--- src/rtl/ro_ctrl_pkg.sv ---
// ro_ctrl_pkg
//   Shared definitions for the ring-oscillator sample controller:
//   default widths and the controller state encoding.
//   No ports (package).
package ro_ctrl_pkg;

  localparam int DEF_SIZE_WIDTH = 17;  // width of sample count / window length
  localparam int DEF_CNT_WIDTH  = 32;  // width of ring-oscillator count / sample

  typedef enum logic [2:0] {
    ST_IDLE    = 3'd0,
    ST_CLEAR   = 3'd1,
    ST_COLLECT = 3'd2,
    ST_SETTLE  = 3'd3,
    ST_PUSH    = 3'd4,
    ST_DONE    = 3'd5
  } state_t;

endpackage

--- src/rtl/ro_window_timer.sv ---
// ro_window_timer
//   Loadable down-counter that times the ring-oscillator counting window.
//   Ports:
//     clk        - clock
//     rst        - synchronous active-high reset
//     i_load     - load i_load_val into the counter (has priority over i_dec)
//     i_load_val - value to load (window length minus one)
//     i_dec      - decrement by one; holds at zero
//     o_zero     - counter is zero (last cycle of the window)
module ro_window_timer #(
  parameter int W = 17
) (
  input  logic         clk,
  input  logic         rst,
  input  logic         i_load,
  input  logic [W-1:0] i_load_val,
  input  logic         i_dec,
  output logic         o_zero
);

  logic [W-1:0] r_cnt;

  always_ff @(posedge clk) begin
    if (rst) begin
      r_cnt <= '0;
    end else if (i_load) begin
      r_cnt <= i_load_val;
    end else if (i_dec && (r_cnt != '0)) begin
      r_cnt <= r_cnt - {{(W-1){1'b0}}, 1'b1};
    end
  end

  assign o_zero = (r_cnt == '0);

endmodule

--- src/rtl/ro_sample_ctrl.sv ---
// ro_sample_ctrl
//   Runs a burst of ring-oscillator measurements. Each sample: clear the
//   RO counter (CLEAR), enable it for C cycles (COLLECT), let it settle one
//   cycle and capture the count (SETTLE), then offer it downstream with a
//   valid/ready handshake (PUSH). After N samples the run ends in DONE.
//   Ports:
//     clk, rst        - clock, synchronous active-high reset
//     go              - one-cycle start pulse (accepted in IDLE/DONE only)
//     num_samples     - N, samples per run (latched at go)
//     collect_cycles  - C, window length in clk cycles (latched, 0 -> 1)
//     ro_count        - ring-oscillator count, synchronous to clk
//     ro_en, ro_clr   - RO counter enable / clear
//     smp_valid/data  - sample offered downstream
//     smp_ready       - downstream accepts the sample
//     busy, done      - run in progress / run completed
module ro_sample_ctrl
  import ro_ctrl_pkg::*;
#(
  parameter int SIZE_WIDTH = DEF_SIZE_WIDTH,
  parameter int CNT_WIDTH  = DEF_CNT_WIDTH
) (
  input  logic                  clk,
  input  logic                  rst,
  input  logic                  go,
  input  logic [SIZE_WIDTH-1:0] num_samples,
  input  logic [SIZE_WIDTH-1:0] collect_cycles,
  input  logic [CNT_WIDTH-1:0]  ro_count,
  output logic                  ro_en,
  output logic                  ro_clr,
  output logic                  smp_valid,
  output logic [CNT_WIDTH-1:0]  smp_data,
  input  logic                  smp_ready,
  output logic                  busy,
  output logic                  done
);

  localparam logic [SIZE_WIDTH-1:0] ONE_S = {{(SIZE_WIDTH-1){1'b0}}, 1'b1};
  localparam logic [SIZE_WIDTH:0]   ONE_C = {{SIZE_WIDTH{1'b0}}, 1'b1};

  state_t                r_state;
  state_t                w_state_next;
  logic [SIZE_WIDTH-1:0] r_num;
  logic [SIZE_WIDTH-1:0] r_coll;
  // One bit wider than N so N = 2**SIZE_WIDTH-1 never wraps.
  logic [SIZE_WIDTH:0]   r_smp_cnt;
  logic [CNT_WIDTH-1:0]  r_smp_data;

  logic                  w_go_accept;
  logic                  w_xfer;
  logic                  w_last_smp;
  logic [SIZE_WIDTH:0]   w_smp_cnt_inc;
  logic [SIZE_WIDTH-1:0] w_coll_eff;
  logic [SIZE_WIDTH-1:0] w_win_load_val;
  logic                  w_win_load;
  logic                  w_win_dec;
  logic                  w_win_zero;

  assign w_go_accept    = go && ((r_state == ST_IDLE) || (r_state == ST_DONE));
  assign w_xfer         = (r_state == ST_PUSH) && smp_ready;
  assign w_smp_cnt_inc  = r_smp_cnt + ONE_C;
  assign w_last_smp     = (w_smp_cnt_inc == {1'b0, r_num});
  // A zero-length window is treated as a single cycle.
  assign w_coll_eff     = (collect_cycles == '0) ? ONE_S : collect_cycles;
  // Timer counts C-1 down to 0, so the zero flag marks the C-th COLLECT cycle.
  assign w_win_load_val = r_coll - ONE_S;
  assign w_win_load     = (r_state == ST_CLEAR);
  assign w_win_dec      = (r_state == ST_COLLECT);

  ro_window_timer #(
    .W (SIZE_WIDTH)
  ) u_win_timer (
    .clk        (clk),
    .rst        (rst),
    .i_load     (w_win_load),
    .i_load_val (w_win_load_val),
    .i_dec      (w_win_dec),
    .o_zero     (w_win_zero)
  );

  // State register
  always_ff @(posedge clk) begin
    if (rst) begin
      r_state <= ST_IDLE;
    end else begin
      r_state <= w_state_next;
    end
  end

  // Next-state logic
  always_comb begin
    w_state_next = r_state;
    case (r_state)
      ST_IDLE, ST_DONE: begin
        if (go) begin
          w_state_next = (num_samples == '0) ? ST_DONE : ST_CLEAR;
        end
      end
      ST_CLEAR:   w_state_next = ST_COLLECT;
      ST_COLLECT: if (w_win_zero) w_state_next = ST_SETTLE;
      ST_SETTLE:  w_state_next = ST_PUSH;
      ST_PUSH: begin
        if (smp_ready) begin
          w_state_next = w_last_smp ? ST_DONE : ST_CLEAR;
        end
      end
      default:    w_state_next = ST_IDLE;
    endcase
  end

  // Outputs decoded from state
  always_comb begin
    ro_en     = 1'b0;
    ro_clr    = 1'b0;
    smp_valid = 1'b0;
    busy      = 1'b0;
    done      = 1'b0;
    case (r_state)
      ST_CLEAR:   begin ro_clr    = 1'b1; busy = 1'b1; end
      ST_COLLECT: begin ro_en     = 1'b1; busy = 1'b1; end
      ST_SETTLE:  begin                   busy = 1'b1; end
      ST_PUSH:    begin smp_valid = 1'b1; busy = 1'b1; end
      ST_DONE:    begin done      = 1'b1;              end
      default:    begin                                end
    endcase
  end

  // Run parameters, sample counter and captured sample
  always_ff @(posedge clk) begin
    if (rst) begin
      r_num      <= '0;
      r_coll     <= ONE_S;
      r_smp_cnt  <= '0;
      r_smp_data <= '0;
    end else begin
      if (w_go_accept) begin
        r_num     <= num_samples;
        r_coll    <= w_coll_eff;
        r_smp_cnt <= '0;
      end else if (w_xfer) begin
        r_smp_cnt <= w_smp_cnt_inc;
      end
      // The counter has been idle for a full cycle here, so its value is final.
      if (r_state == ST_SETTLE) begin
        r_smp_data <= ro_count;
      end
    end
  end

  assign smp_data = r_smp_data;

endmodule

--- config.mk ---
export PLATFORM = sky130hd
export DESIGN_NAME = ro_sample_ctrl
export DESIGN_NICKNAME = d
export VERILOG_FILES = /design/src/rtl/ro_ctrl_pkg.sv /design/src/rtl/ro_window_timer.sv /design/src/rtl/ro_sample_ctrl.sv
export SDC_FILE = /design/constraint.sdc
export NUM_CORES = 1
export LEC_CHECK = 0
export BUFFER_PORTS_ARGS = -buffer_cell sky130_fd_sc_hd__buf_2
export CAP_MARGIN = 20
export CORE_MARGIN = 10
export CORE_UTILIZATION = 48
export CTS_BUF_LIST = sky130_fd_sc_hd__clkbuf_8
export CTS_CLUSTER_DIAMETER = 150
export CTS_CLUSTER_SIZE = 14
export DETAILED_ROUTE_END_ITERATION = 10
export MAX_ROUTING_LAYER = met4
export PLACE_DENSITY = 0.71
export SLEW_MARGIN = 25
export SYNTH_ARGS = -nofsm -noshare
export SYNTH_HDL_FRONTEND = slang
export SYNTH_HIERARCHICAL = 1
export SYNTH_SLANG_ARGS = --single-unit
--- constraint.sdc ---
create_clock -name clk -period 4.79 [get_ports clk]
set_clock_uncertainty 0.15 [all_clocks]
set_input_delay 0.7185 -clock clk [delete_from_list [all_inputs] [get_ports clk]]
set_output_delay 0.7185 -clock clk [all_outputs]
set_load 0.01 [all_outputs]
==> metrics.md, run 1 <==
| Metric | Value |
|---|---|
| Most frequent cells in the layout | nand2_1, buf_2, dfxtp_1, a21oi_1, nor2_1 |
| Num CTS Buffers | 9 |
| Largest net degree at the start of global routing | just over 60 |
| Mean Syn Cell Area | between 7 and 8 um^2 |
| VDD IR max | ~0.20 mV |
| Layout cells sized above 1 | 18.31% |
| Clock slew at reported path FFs | 0.09 ns |
| Final Hold Slack | just over 0.3 ns |
| Gate Count Post-Synth | around 680 |
| First drt pass iteration count | 5 |
| Ys Warns | 6 |
| RSZ-0062 raised after global routing | false |
| Reg area | 2082 um^2 |
| Vias per std cell | around 5.6 |
| CTS resizes | 0 |
| CTS Sinks | ~100 |
| Post-route DRC violation count | 0 |
| Worst-Skew Late Latency | ~0.37 ns |
| H-tree levels | 3 |
| Ant diodes | 0 |
| Post-CTS Setup Bufs | 0 |
| Total global-route track usage | between 15 and 20% |
| Cts hold-fix bufs | 0 |
| Area growth, synth to finish | 14.58% |
| Final HPWL DP | between 10 and 15 mm |
| Outcome | finished clean |
| Post-Syn Area | approximately 5200 um^2 |
| Final hold vios | 0 |
| # Max-Cap Violations | 0 |
| Most common cell after layout, fill and taps aside | nand2_1 |
| RePlAce Congestion | ~0.94 |
| Core area | approximately 11000 um^2 |
| Clock Root Buffer | clkbuf_8 |
| Antenna-violating nets left | 0 |
| Initial antenna violation count | 0 |
| PwrDens | around 330 nW/um^2 |
| Period utilization | 68.40% |
| Yosys cell types | 62 |
| Design area | 5988 um^2 |
| Fillers | between 1000 and 1500 |
| Slew Viols, Final | 0 |
| Vias in the first global route | slightly below 5000 |
| CTS tree | yes |
| CTS Buffer Depth | 2 |
| Starting Density | roughly 49% |
| Fmax | ~0.31 GHz |
| Crit path capture type | flop |
| Buffers on Ports | 106 |
| GRT Residual Overflow | 0 |
| Arr. time, crit path | 3.40 ns |
| Final Setup Violations | 0 |
| Worst Path Class, Setup | flop to flop |
| Worst slew pin tran | around 0.95 ns |
| Sequential area share after synthesis | between 30% and 40% |
| IO Count | about 110 |
| Post-synth net total | 750 |
| Top_reg_cell synth | dfxtp_1 |
| Routed WL per cell | 15.88 um |
| Die area | roughly 15000 um^2 |
| Footprint of the multi-input gates | around 2900 um^2 |
| First-pass GRT wire length | around 24 mm |
| Place WS | approximately 1.6 ns |
| Worst EP required | 4.91 ns |
| Total power | approximately 2 mW |
| DP Area | 5803 um^2 |
| Detailed-route via count | roughly 5000 |
| Row count | 38 |
| Worst Setup Start Kind | flop |
| HP Class | flop to flop |
| Tmin final | 3.276 ns |
| Leak pwr | 2.310 nW |
| Final worst slack | about 1.5 ns |
| Max FO, Critical Path | 12 |
| Total wire length | roughly 14 mm |
| Max_slew headroom | a little over a third |
| Sum of negative setup slack | 0 ns |
| Register bit count reported by yosys | about 100 |
| Die Y | ~120 um |
| Post-synth EDFFs | 0 |
| Detailed Route Iter0 Violations | between 300 and 400 |
| DIE WIDTH | approximately 120 um |
| Async SR Flop Fraction | 0% |
| Layout net count | a little over 800 |
[cell families (layout without fill, tap and decap cells)]
group | after synthesis | in the layout | share of synthesized area (%)
simple gates | 316 | 316 | 29.45
compound gates | 136 | 136 | 15.73
flops | 104 | 104 | 39.84
buf+inv | 61 | 143 | 4.620
xor+xnor | 54 | 54 | 9.050
fa+ha+maj | 3 | 3 | 0.7183
mux | 3 | 3 | 0.5985
[metrics by stage]
stage / cells / utilization (%)
2_1_floorplan: 677 / -
3_3_place_gp: 882 / 53.87
3_5_place_dp: 883 / 54.01
4_1_cts: 899 / 55.72
5_1_grt: 899 / 55.73
6_report: 899 / 55.73
[layer usage]
| layer | up-vias | global-route usage (%) | wire [um] |
|---|---|---|---|
| met2 | 165 | 27.45 | 6347 |
| met4 | 0 | 4.455 | 143 |
| met5 | - | - | 0 |
| met3 | 15 | 5.404 | 1145 |
| li1 | 2507 | - | - |
| met1 | 2312 | 23.95 | 6636 |
[critical path, cell delays in order, from the launching register on]
cell and delay [ns]:
dfxtp_1 0.56, nor3b_1 0.82, or4b_4 0.60, or2_0 0.34, or4_1 0.43, a311oi_1 0.27
[sequential cells by signal, summed over array words and instances (netlist names)]
signal,flops
u_win_timer/r_cnt,17
r_state,3
r_coll,17
smp_data,32
r_num,17
r_smp_cnt,18
[synthesized netlist by cell type, types with 4 or more instances]
library cell / number / area [um^2]
nand2_1: 155 / 581.8
dfxtp_1: 104 / 2082
a21oi_1: 83 / 415.4
nor2_1: 42 / 157.7
clkbuf_1: 37 / 138.9
xnor2_1: 27 / 236.5
xor2_1: 27 / 236.5
nor4_1: 18 / 112.6
inv_1: 15 / 56.30
nor3_1: 15 / 75.07
nand4_1: 13 / 81.33
o21ai_0: 10 / 50.05
a311oi_1: 9 / 78.83
nand2b_1: 9 / 56.30
nand3_1: 9 / 45.04
or3_1: 9 / 56.30
o31ai_1: 7 / 52.55
nor3b_1: 6 / 45.04
or4_1: 6 / 45.04
a221oi_1: 5 / 43.79
a31oi_1: 4 / 25.02
buf_2: 4 / 20.02
nand4b_1: 4 / 35.03
[area by class of cell]
| class | count | area share (%) |
|---|---|---|
| Clock inverter | 5 | 0.5433 |
| Inverter | 16 | 1.003 |
| Timing Repair Buffer | 111 | 9.611 |
| Multi-Input combinational cell | 512 | 48.62 |
| Tap cell | 140 | 2.925 |
| Sequential cell | 104 | 34.77 |
| Clock buffer | 11 | 2.528 |
[worst paths after layout]
check | from | endpoint | slack (ns) | cells after the start
worst max register to register | r_state[1]$_SDFFE_PP0P_ | u_win_timer/r_cnt[13]$_SDFFE_PP0P_ | 1.51 | 5
worst min-delay path | smp_data[29]$_SDFFE_PP0P_ | smp_data[29]$_SDFFE_PP0P_ | 0.31 | 2
worst max-delay path | r_state[1]$_SDFFE_PP0P_ | u_win_timer/r_cnt[13]$_SDFFE_PP0P_ | 1.51 | 5
worst min register to register | smp_data[29]$_SDFFE_PP0P_ | smp_data[29]$_SDFFE_PP0P_ | 0.31 | 2
[power by group]
| group | leakage, nW | internal, mW | switching (mW) |
|---|---|---|---|
| Clock | 0.0927 | 0.216 | 0.297 |
| Combinational | 1.37 | 0.180 | 0.284 |
| Sequential | 0.846 | 0.922 | 0.0666 |
No activity file was read; power rests on OpenSTA's default activity.
==> inputs of run 2 (changes only) <==
--- a/config.mk
+++ b/config.mk
@@ -5,6 +5,7 @@
 export SDC_FILE = /design/constraint.sdc
 export NUM_CORES = 1
 export LEC_CHECK = 0
+export ABC_AREA = 1
 export BUFFER_PORTS_ARGS = -buffer_cell sky130_fd_sc_hd__buf_2
 export CAP_MARGIN = 20
 export CORE_MARGIN = 10
@@ -14,7 +15,7 @@
 export CTS_CLUSTER_SIZE = 14
 export DETAILED_ROUTE_END_ITERATION = 10
 export MAX_ROUTING_LAYER = met4
-export PLACE_DENSITY = 0.71
+export PLACE_DENSITY = 0.74
 export SLEW_MARGIN = 25
 export SYNTH_ARGS = -nofsm -noshare
 export SYNTH_HDL_FRONTEND = slang
==> constraint.sdc (replaced) <==
create_clock -name clk -period 2.7 [get_ports clk]
set_clock_uncertainty 0.15 [all_clocks]
set_input_delay 0.405 -clock clk [delete_from_list [all_inputs] [get_ports clk]]
set_output_delay 0.405 -clock clk [all_outputs]
set_load 0.01 [all_outputs]
==> run 2 against run 1 <==
Core utilization rose by 1.8 points; flip-flop and latch count unchanged; power grew to 2.8 times the previous value; critical path depth grew 3; clock-buffer cell count down 2; combinational power rose to 5.2 times the previous value; wire length increased by 2.4%; synthesized cell count is 22% higher; global-route usage fell by 0.40 points; final cell count rose by 19%; die area rose by 3.4%; highest routed layer unchanged.
==> metrics.md, run 2 <==
| Metric | Value |
|---|---|
| Outcome | finished clean (unchanged) |
| Yosys cell types | 42 (was 62) |
| First drt pass iteration count | 5 (unchanged) |
| Setup crit end | busy (was u_win_timer/r_cnt[13]$_SDFFE_PP0P_) |
| Starting Density | 49.52% (was 48.64%) |
| Die area | 15990 um^2 (was 15460 um^2) |
| First-pass GRT wire length | 23.67 mm (was 23.96 mm) |
| DIE WIDTH | 126.5 um (was 124.3 um) |
| Synth top area share | 38.28% (was 39.84%) |
| IO Count | 107 (unchanged) |
| Final Non-Filler Cells | 1074 (was 899) |
| Leading post-synthesis cells by cell area | dfxtp_1, nand2_1, nor2_1 (was dfxtp_1, nand2_1, a21oi_1) |
| Design area | 6319 um^2 (was 5988 um^2) |
| Ys Warns | 6 (unchanged) |
| VDD IR max | 0.7640 mV (was 0.2043 mV) |
| Cts hold-fix bufs | 0 (unchanged) |
| Mean Syn Cell Area | 6.577 um^2 (was 7.720 um^2) |
| Clock Root Buffer | clkbuf_8 (unchanged) |
| Most frequent cells in the layout | nand2_1, nor2_1, inv_1, buf_2, dfxtp_1 (was nand2_1, buf_2, dfxtp_1, a21oi_1, nor2_1) |
| Tmin final | approximately 2.3 ns |
| Gate Count Post-Synth | 827 (was 677) |
| Period utilization | a little under nine tenths |
| Die Y | 126.5 um (was 124.3 um) |
| Clock slew at reported path FFs | 0.11 ns (was 0.09 ns) |
| Core area | 10980 um^2 (was 10750 um^2) |
| Top_reg_cell synth | dfxtp_1 (unchanged) |
| RePlAce Congestion | 0.8759 (was 0.9394) |
| R2r startpoint | r_state[1]$_SDFFE_PP0P_ (unchanged) |
| Dpl cells | 1058 (was 883) |
| Post-Syn Area | 5439 um^2 (was 5226 um^2) |
| Worst slew pin tran | 0.6343 ns (was 0.9515 ns) |
| Reg-to-reg endpoint | r_coll[7]$_SDFFE_PP0P_ (was u_win_timer/r_cnt[13]$_SDFFE_PP0P_) |
| Area growth, synth to finish | 16.17% (was 14.58%) |
| Total global-route track usage | 18.03% (was 18.43%) |
| Crit. Startpoint | r_state[2]$_SDFFE_PP0P_ (was r_state[1]$_SDFFE_PP0P_) |
| Post-synth EDFFs | 0 (unchanged) |
| Worst Setup Start Kind | flop (unchanged) |
| Fillers | 1114 (was 1066) |
| Largest area contributor in the netlist | dfxtp_1 (unchanged) |
| Layout cells sized above 1 | 17.45% (was 18.31%) |
| Routed WL per cell | 13.61 um (was 15.88 um) |
| FF-to-FF setup slack | 0.46 ns (was 1.51 ns) |
| Post-route DRC violation count | 0 (unchanged) |
| Worst reg-to-reg path cell count | 8 (was 5) |
| Layout net count | 1002 (was 827) |
| Arr. time, crit path | 1.75 ns (was 3.40 ns) |
| Num CTS Buffers | 9 (unchanged) |
| Worst EP required | 2.14 ns (was 4.91 ns) |
| GRT Residual Overflow | 0 (unchanged) |
| PwrDens | 867.5 nW/um^2 (was 328.2 nW/um^2) |
| Total wire length | 14.62 mm (was 14.27 mm) |
| CTS tree | yes (unchanged) |
| Max FO, Critical Path | 6 (was 12) |
| Worst Path Class, Setup | flop to output pin (was flop to flop) |
| Sequential area share after synthesis | 38.28% (was 39.84%) |
| Post-synth top cells | nand2_1, nor2_1, inv_1 (was nand2_1, dfxtp_1, a21oi_1) |
| Final HPWL DP | 11.04 mm (was 10.80 mm) |
| Detailed-route via count | 5412 (was 4999) |
| Max_slew headroom | 57.65% (was 36.43%) |
| Vias per std cell | 5.039 (was 5.561) |
| Final hold vios | 0 (unchanged) |
| H-tree levels | 3 (unchanged) |
| HP Class | input port to flop (was flop to flop) |
| DP Area | 6113 um^2 (was 5803 um^2) |
| Number of flip-flops in the largest register | 32 (unchanged) |
| Fmax | between 0.4 and 0.5 GHz |
| Place WS | 0.1984 ns (was 1.595 ns) |
| Final Setup Violations | 0 (unchanged) |
| Async SR Flop Fraction | 0% (unchanged) |
| Register bit count reported by yosys | 104 (unchanged) |
| Worst-Skew Late Latency | 0.38 ns (was 0.37 ns) |
| Slew Viols, Final | 0 (unchanged) |
| Initial antenna violation count | 0 (unchanged) |
| Row count | 38 (unchanged) |
| Largest net degree at the start of global routing | 36 (was 61) |
| CTS Sinks | 104 (unchanged) |
| Antenna-violating nets left | 0 (unchanged) |
| Post-synth net total | 900 (was 750) |
| Final Hold Slack | 0.08071 ns (was 0.3057 ns) |
| Detailed Route Iter0 Violations | 458 (was 362) |
| Most common cell in the netlist | nand2_1 (unchanged) |
| Ant diodes | 0 (unchanged) |
| RSZ-0062 raised after global routing | false (unchanged) |
| Sum of negative setup slack | 0 ns (unchanged) |
| Final worst slack | 0.3965 ns (was 1.514 ns) |
| CTS Buffer Depth | 2 (unchanged) |
| Vias in the first global route | 4990 (was 4972) |
| Crit path capture type | output pin (was flop) |
| Leak pwr | 3.103 nW (was 2.310 nW) |
| # Max-Cap Violations | 0 (unchanged) |
| Most common cell after layout, fill and taps aside | nand2_1 (unchanged) |
| Buffers on Ports | 106 (unchanged) |
-- run 2: cell families (layout without fill, tap and decap cells) --
kind of cell / Yosys count / after routing / share of synthesized area (%)
AO/OA/AOI/OAI: 132 / 132 / 13.50
XOR/XNOR: 18 / 18 / 3.405
AND/OR/NAND/NOR: 435 / 435 / 34.58
buffers and inverters: 135 / 242 / 9.547
flip-flops: 104 / 104 / 38.28
adder cells (fa/ha/maj): 3 / 3 / 0.6902
-- run 2: critical path: stages, from the launching register on --
cell and delay (ns):
dfxtp_1 0.42, nor2_1 0.07, inv_1 0.10, nor2_1 0.05, buf_4 0.16, or2_2 0.27, inv_1 0.07, nand3_1 0.06
buf_2 0.16
-- run 2: layout make-up --
cell class / instances / area (um^2) / area share, %
Clock inverter: 7 / 76.32 / 1.208
Sequential cell: 104 / 2082 / 32.95
Inverter: 112 / 420.4 / 6.653
Timing Repair Buffer: 114 / 590.6 / 9.347
Tap cell: 140 / 175.2 / 2.772
Multi-Input combinational cell: 588 / 2850 / 45.11
Clock buffer: 9 / 123.9 / 1.960
-- run 2: how the worst min path moves through the flow --
stage,startpoint,endpoint,cells after the start
floorplan,r_num[5]$_SDFFE_PP0P_,r_num[5]$_SDFFE_PP0P_,2
finish,collect_cycles[13],r_coll[13]$_SDFFE_PP0P_,3
global route,ro_count[29],smp_data[29]$_SDFFE_PP0P_,3
CTS,collect_cycles[13],r_coll[13]$_SDFFE_PP0P_,3
global placement,u_win_timer/r_cnt[16]$_SDFFE_PP0P_,u_win_timer/r_cnt[16]$_SDFFE_PP0P_,2
detailed placement,u_win_timer/r_cnt[16]$_SDFFE_PP0P_,u_win_timer/r_cnt[16]$_SDFFE_PP0P_,2
-- run 2: routing by layer --
layer	wire length, um	up-vias	GRT usage (%)
met5	0	-	-
met4	218	0	5.224
met3	652	14	3.665
met2	7045	133	29.43
met1	6699	2416	22.02
li1	-	2849	-
-- run 2: per-stage QoR --
| step | utilization, % | total power [mW] |
|---|---|---|
| after floorplan | - | 3.887 |
| after global placement | 55.66 | 4.451 |
| after detailed placement | 55.66 | 4.486 |
| after CTS | 57.48 | 5.515 |
| after global routing | 57.53 | 5.955 |
| final | 57.53 | 5.482 |
-- run 2: timing repair --
item | 4_1_cts | 5_1_grt
resized for setup | 0 | 1
buffers inserted | 0 | 0
endpoints found under the setup margin | 0 | 10
endpoints found under the hold margin | 0 | 0
-- run 2: power by group --
group | internal [mW] | leakage (nW) | switching (mW)
logic | 0.862 | 2.15 | 1.55
clock network | 0.441 | 0.108 | 0.576
registers | 1.82 | 0.847 | 0.232
